--- config.mk ---
export PLATFORM = sky130hd
export DESIGN_NAME = mag_comp_arbiter_flat
export DESIGN_NICKNAME = d
export VERILOG_FILES = /design/src/rtl/mag_comp_arbiter_if.sv /design/src/rtl/mag_comp_arbiter.sv /design/src/flat_wrapper.sv
export SDC_FILE = /design/constraint.sdc
export NUM_CORES = 1
export LEC_CHECK = 0
export ABC_AREA = 1
export CORE_MARGIN = 2
export CORE_UTILIZATION = 35
export DETAILED_ROUTE_END_ITERATION = 16
export PLACE_DENSITY = 0.7
export SYNTH_ARGS = -nofsm -noshare
export SYNTH_HDL_FRONTEND = slang
export SYNTH_SLANG_ARGS = --single-unit
--- constraint.sdc ---
create_clock -name clk -period 6.06 [get_ports clk]
set_clock_uncertainty 0.15 [all_clocks]
set_input_delay 1.212 -clock clk [delete_from_list [all_inputs] [get_ports clk]]
set_output_delay 1.212 -clock clk [all_outputs]
set_load 0.02 [all_outputs]
--- src/rtl/mag_comp_arbiter_if.sv ---
// Request/response bundle between the requesting clients and the comparator arbiter.
// Latency: none, wires only.
// Backpressure: req_ready grants one requester per pulse; rsp_ready stalls the response.
//
// Ports (signals):
//   req_valid/req_a/req_b  per-requester operand pairs, requester i at slice [i*W +: W]
//   req_ready              one-hot grant pulse back to the requesters
//   rsp_valid/rsp_ready    response handshake
//   rsp_id, rsp_*          owner of the response and the captured comparator flags
// Modports: master = client side, slave = arbiter side.
interface mag_comp_arbiter_if #(
  parameter int W    = 4,
  parameter int NREQ = 4,
  parameter int IDW  = 2
);
  logic [NREQ-1:0]   req_valid;
  logic [NREQ*W-1:0] req_a;
  logic [NREQ*W-1:0] req_b;
  logic [NREQ-1:0]   req_ready;
  logic              rsp_valid;
  logic              rsp_ready;
  logic [IDW-1:0]    rsp_id;
  logic              rsp_a_greater;
  logic              rsp_equal;
  logic              rsp_b_greater;

  modport master (
    output req_valid, req_a, req_b, rsp_ready,
    input  req_ready, rsp_valid, rsp_id, rsp_a_greater, rsp_equal, rsp_b_greater
  );

  modport slave (
    input  req_valid, req_a, req_b, rsp_ready,
    output req_ready, rsp_valid, rsp_id, rsp_a_greater, rsp_equal, rsp_b_greater
  );
endinterface

--- src/rtl/mag_comp_arbiter.sv ---
// Round-robin time-sharing of one magnitude comparator among NREQ requesters.
// Latency: grant to rsp_valid is 2 cycles; at most one request every 3 cycles.
// Backpressure: response held stable while rsp_ready is low; no grants until it is accepted.
//
// Ports:
//   clk, rst          clock and synchronous active-high reset
//   bus (slave)       request/response channels, see mag_comp_arbiter_if
//   cmp_a, cmp_b      registered operands driven to the shared comparator
//   cmp_equal, cmp_a_greater, cmp_b_greater   comparator flags, captured in CMP
//   busy              high whenever the FSM is not in IDLE
//   err               sticky flag-consistency error
// Optional feature: define MAG_COMP_ARB_CHECK_EN to build the one-hot flag check
// driving err; otherwise err is tied low.
module mag_comp_arbiter #(
  parameter int W    = 4,
  parameter int NREQ = 4,
  parameter int IDW  = 2
) (
  input  logic              clk,
  input  logic              rst,
  mag_comp_arbiter_if.slave bus,
  output logic [W-1:0]      cmp_a,
  output logic [W-1:0]      cmp_b,
  input  logic              cmp_equal,
  input  logic              cmp_a_greater,
  input  logic              cmp_b_greater,
  output logic              busy,
  output logic              err
);

  typedef enum logic [1:0] {IDLE, CMP, RESP} state_t;

  state_t         state;
  logic [IDW-1:0] rr_ptr;
  logic           rsp_valid_q;
  logic [IDW-1:0] rsp_id_q;
  logic           rsp_a_greater_q;
  logic           rsp_equal_q;
  logic           rsp_b_greater_q;

  logic           grant_any;
  logic [IDW-1:0] grant_idx;
  logic [IDW-1:0] scan_idx;

  // Scan upward from rr_ptr; the IDW-bit add wraps modulo NREQ because NREQ
  // is a power of two.
  always_comb begin
    grant_any = 1'b0;
    grant_idx = '0;
    scan_idx  = '0;
    for (int k = 0; k < NREQ; k++) begin
      scan_idx = rr_ptr + IDW'(k);
      if (!grant_any && bus.req_valid[scan_idx]) begin
        grant_any = 1'b1;
        grant_idx = scan_idx;
      end
    end
  end

  // Grant is only offered from IDLE, so a response handshake cycle never grants.
  assign bus.req_ready = (state == IDLE && grant_any) ? (NREQ'(1) << grant_idx) : '0;

  always_ff @(posedge clk) begin
    if (rst) begin
      state           <= IDLE;
      rr_ptr          <= '0;
      cmp_a           <= '0;
      cmp_b           <= '0;
      rsp_valid_q     <= 1'b0;
      rsp_id_q        <= '0;
      rsp_a_greater_q <= 1'b0;
      rsp_equal_q     <= 1'b0;
      rsp_b_greater_q <= 1'b0;
      busy            <= 1'b0;
    end else begin
      case (state)
        IDLE: begin
          if (grant_any) begin
            cmp_a    <= bus.req_a[int'(grant_idx)*W +: W];
            cmp_b    <= bus.req_b[int'(grant_idx)*W +: W];
            rsp_id_q <= grant_idx;
            rr_ptr   <= grant_idx + IDW'(1);
            busy     <= 1'b1;
            state    <= CMP;
          end
        end
        CMP: begin
          // Operands have been stable at the comparator for this whole cycle.
          rsp_a_greater_q <= cmp_a_greater;
          rsp_equal_q     <= cmp_equal;
          rsp_b_greater_q <= cmp_b_greater;
          rsp_valid_q     <= 1'b1;
          state           <= RESP;
        end
        RESP: begin
          if (bus.rsp_ready) begin
            rsp_valid_q <= 1'b0;
            busy        <= 1'b0;
            state       <= IDLE;
          end
        end
        default: begin
          state <= IDLE;
          busy  <= 1'b0;
        end
      endcase
    end
  end

  assign bus.rsp_valid     = rsp_valid_q;
  assign bus.rsp_id        = rsp_id_q;
  assign bus.rsp_a_greater = rsp_a_greater_q;
  assign bus.rsp_equal     = rsp_equal_q;
  assign bus.rsp_b_greater = rsp_b_greater_q;

`ifdef MAG_COMP_ARB_CHECK_EN
  logic       err_q;
  logic [2:0] flags;
  logic       flags_onehot;

  assign flags        = {cmp_a_greater, cmp_equal, cmp_b_greater};
  assign flags_onehot = (flags == 3'b100) || (flags == 3'b010) || (flags == 3'b001);

  // Sticky until reset; the response itself still carries the raw flags.
  always_ff @(posedge clk) begin
    if (rst) begin
      err_q <= 1'b0;
    end else if (state == CMP && !flags_onehot) begin
      err_q <= 1'b1;
    end
  end

  assign err = err_q;
`else
  assign err = 1'b0;
`endif

endmodule

--- src/flat_wrapper.sv ---
// flat-port wrapper written by rule: the top's interface ports become plain ports
module mag_comp_arbiter_flat 
#(
  parameter int W    = 4,
  parameter int NREQ = 4,
  parameter int IDW  = 2
)
  (clk, rst, cmp_a, cmp_b, cmp_equal, cmp_a_greater, cmp_b_greater, busy, err, bus_req_valid, bus_req_a, bus_req_b, bus_rsp_ready, bus_req_ready, bus_rsp_valid, bus_rsp_id, bus_rsp_a_greater, bus_rsp_equal, bus_rsp_b_greater);
  mag_comp_arbiter_if #(.W(W), .NREQ(NREQ), .IDW(IDW)) bus_i ();
  input  logic clk;
  input  logic rst;
  output logic [W-1:0] cmp_a;
  output logic [W-1:0] cmp_b;
  input  logic cmp_equal;
  input  logic cmp_a_greater;
  input  logic cmp_b_greater;
  output logic busy;
  output logic err;
  input wire logic [$bits(bus_i.req_valid)-1:0] bus_req_valid;
  input wire logic [$bits(bus_i.req_a)-1:0] bus_req_a;
  input wire logic [$bits(bus_i.req_b)-1:0] bus_req_b;
  input wire logic [$bits(bus_i.rsp_ready)-1:0] bus_rsp_ready;
  output wire logic [$bits(bus_i.req_ready)-1:0] bus_req_ready;
  output wire logic [$bits(bus_i.rsp_valid)-1:0] bus_rsp_valid;
  output wire logic [$bits(bus_i.rsp_id)-1:0] bus_rsp_id;
  output wire logic [$bits(bus_i.rsp_a_greater)-1:0] bus_rsp_a_greater;
  output wire logic [$bits(bus_i.rsp_equal)-1:0] bus_rsp_equal;
  output wire logic [$bits(bus_i.rsp_b_greater)-1:0] bus_rsp_b_greater;
  assign bus_i.req_valid = bus_req_valid;
  assign bus_i.req_a = bus_req_a;
  assign bus_i.req_b = bus_req_b;
  assign bus_i.rsp_ready = bus_rsp_ready;
  assign bus_req_ready = bus_i.req_ready;
  assign bus_rsp_valid = bus_i.rsp_valid;
  assign bus_rsp_id = bus_i.rsp_id;
  assign bus_rsp_a_greater = bus_i.rsp_a_greater;
  assign bus_rsp_equal = bus_i.rsp_equal;
  assign bus_rsp_b_greater = bus_i.rsp_b_greater;
  mag_comp_arbiter #(.W(W), .NREQ(NREQ), .IDW(IDW)) u_core (.clk(clk), .rst(rst), .bus(bus_i), .cmp_a(cmp_a), .cmp_b(cmp_b), .cmp_equal(cmp_equal), .cmp_a_greater(cmp_a_greater), .cmp_b_greater(cmp_b_greater), .busy(busy), .err(err));
endmodule
==> metrics.yaml <==
outcome:
  outcome: "complete, no violations"
worst_setup_path:
  path_cells: "clkdlybuf4s50_1 > inv_1 > nand2_1 > nand2_1 > nand2_1 > nand2_1 > nand2_1 > nand3_2 > nand3_4 > nand2_2 > inv_2 > nand2_1 > inv_1 > clkdlybuf4s50_1"
  crit_arrival_ns: 3.73
  slowest_stage: "clkdlybuf4s50_1"
  critPathCaptureType: "primary output"
  cp_common_cell: "nand2_1"
  worstSetupPathType: "in -> out"
  critPathMaxStageDelay_ns: 0.59
  crit_required_ns: 4.70
  crit_fanout: 19
  crit_family: "buffers and inverters"
  cp_num_buf_inv: 5
  start_kind: "input port"
sta:
  fmax_mhz: 196
  drv_slew: 0
  period_needed_ns: 5.09
  rsz0062_at_grt: "false"
  fin_crit_sh_pct: 84.1
  worst_hold_slack_ns: 0.319
  worst_pin_slew_ns: 0.678
  hold_violations: 0
  tns_ns: 0
  slew_headroom_pct: 54.7
  finalSetupViolCount: 0
logic_synthesis:
  ys_warn_count: 0
  synthesis.nets: 292
  yosysSeqAreaShare_pct: 23.9
  synth_area_leaders: "dfxtp_1, nand2_1, inv_1"
  synth.most_common_cell: "nand2_1"
  synth_ff_type: "dfxtp_1"
  netlist_area_sq_um: 1590
  synthCells: 250
  async_reset_ff_share_pct: 0
  ys_top_cells_by_count: "nand2_1, inv_1, nor2_1, dfxtp_1, nand3_1"
  avgSynthCellArea_sq_um: 6.36
  synth_top_area_share_pct: 23.9
  synth_top_area_cell: "dfxtp_1"
  ys_types: 28
  synth_edf_count: 0
  ys_ff_latch: 19
placement:
  port_buffers: 60
  place_hpwl_mm: 2.91
  place_congestion: 0.852
final_layout:
  num-nets-final: 347
  drive_above_1_share_pct: 13.8
  diodes: 0
  syn2layout_area_growth_pct: 40.2
floorplanning:
  placementRows: 24
  chipHeight_um: 71.4
  io_pins: 62
  die_area_sq_um: 5100
  core_area_sq_um: 4350
  die-width_um: 71.4
  start_util_pct: 36.5
cts:
  worstSkewPairLatency_ns: 0.26
  cts_setup_buffers: 0
  cts-root-buf: "clkbuf_8"
  cts_tree: "built"
  cts.sink_count: 19
  path_clk_slew_ns: 0.07
  cts_buffers: 3
  cts_buffer_depth: 2
  h-tree-depth: 1
  hold_buffers: 0
  cts_resized: 0
power:
  intPower_mw: 0.557
  power_leakage_nw: 1.14
  p_per_area_nw_per_um2: 541
  p_switching_mw: 0.648
  seqPwrFrac_pct: 17.3
  combPwrFrac_pct: 75.5
  swShare_pct: 53.8
  peakVddDrop_v: 0.000215
  p_clk_share_pct: 7.3
min_path:
  hp-class: "reg -> reg"
global_route:
  grt_first_pass_wirelength_mm: 6.34
  gr-usage-all-layers_pct: 15.5
  grt_max_degree: 20
  grt_antenna_before_repair: 0
  overflow: 0
  grt_pass1_vias: 1502
run:
  cap_violations: 0
drt:
  antenna_left: 0
  routedWlPerCell_um: 10.5
  wl_mm: 3.73
  viasPerCell: 4.51
  detailedRoute.firstIterationViolations: 74
  drc_errors: 0
  via_count: 1605
  drtPass1Iterations: 4
cells by family after synthesis:
group,count (synthesis),share of synthesized area (%)
AND/OR/NAND/NOR,155,54.6
AO/OA/AOI/OAI,10,3.46
flip-flops,19,23.9
other,1,0.236
buffers and inverters,65,17.8
per-stage QoR:
stage,util (%),power [mW],worst slack (ns),std cells,instance area [sq um]
6_report,51.1,1.21,0.966,356,2230
5_1_grt,51.1,1.32,0.735,356,2230
4_1_cts,51.1,1.22,0.955,356,2230
3_5_place_dp,50.1,1.13,0.965,352,2180
3_3_place_gp,50.1,1.11,0.989,352,2180
2_1_floorplan,-,0.934,2.23,250,1590
metal layers:
layer  vias to the layer above  global-route usage (%)  part of all wire [%]
li1                        887                       -                     -
met1                       668                    19.2                    48
met2                        48                    26.3                    46
met3                         2                    3.80                   6.0
met4                         0                    5.03                  0.56
met5                         -                       0                     0
path summary, 6_finish.rpt:
check	endpoint	cells after the start	startpoint	slack (ns)
worst max-delay path	bus_req_ready[2]	14	bus_req_valid[3]	0.97
worst min-delay path	u_core.bus.rsp_b_greater$_SDFFE_PP0P_	2	u_core.bus.rsp_b_greater$_SDFFE_PP0P_	0.32
worst max register to register	u_core.rr_ptr[1]$_SDFFE_PP0P_	13	u_core.rr_ptr[0]$_SDFFE_PP0P_	3.44
worst min register to register	u_core.bus.rsp_b_greater$_SDFFE_PP0P_	2	u_core.bus.rsp_b_greater$_SDFFE_PP0P_	0.32
placed cells by master (no fill, tap or decap):
cell type         n
nand3b_1          1
a31oi_1           1
inv_4             1
inv_1            50
clkinv_2          1
clkinv_1          1
nand3_4           2
nand3_2          13
inv_2             3
nor3_2            1
clkbuf_8          3
dfxtp_1          19
nand4_1          16
nand2_2           7
nor2_1           28
a21oi_1           7
nand3_1          19
conb_1            1
o21ai_1           1
nor2_4            1
clkdlybuf4s50_1  60
nor3_1            2
a311oi_1          1
nand2_1          55
nand2_4          10
worst register-to-register path, cell delays in order (launching register included):
cell and delay, ns:
dfxtp_1 0.59, inv_2 0.18, nand2_1 0.12, nand3_1 0.11, nand2_2 0.12, clkinv_1 0.10, nand3_2 0.27, nand3_4 0.36
nand2_2 0.20, inv_2 0.05, nand2_1 0.07, nand2_1 0.06, nor2_1 0.08, nor2_1 0.04
area by class of cell:
cell class	count	area [sq um]
Tap cell	52	65.1
Clock buffer	3	41.3
Clock inverter	1	5.00
Inverter	55	209
Timing Repair Buffer	60	601
Sequential cell	19	380
Multi-Input combinational cell	166	926
Fill cell	434	2130
power by group through the flow:
stage	Clock, mW	Sequential (mW)	Combinational [mW]
2_1_floorplan	0	0.243	0.691
3_3_place_gp	0	0.212	0.903
3_5_place_dp	0	0.211	0.917
4_1_cts	0.0915	0.209	0.921
5_1_grt	0.0966	0.216	1.01
6_report	0.0874	0.208	0.910
state kept, by name (all words and copies together), names as in the netlist:
name                      flops
u_core.cmp_a                  4
u_core.bus.rsp_equal          1
u_core.bus.rsp_id             2
u_core.busy                   1
u_core.bus.rsp_a_greater      1
u_core.state                  2
u_core.cmp_b                  4
u_core.bus.rsp_b_greater      1
u_core.rr_ptr                 2
u_core.bus.rsp_valid          1
No activity file was read; power rests on OpenSTA's default activity.
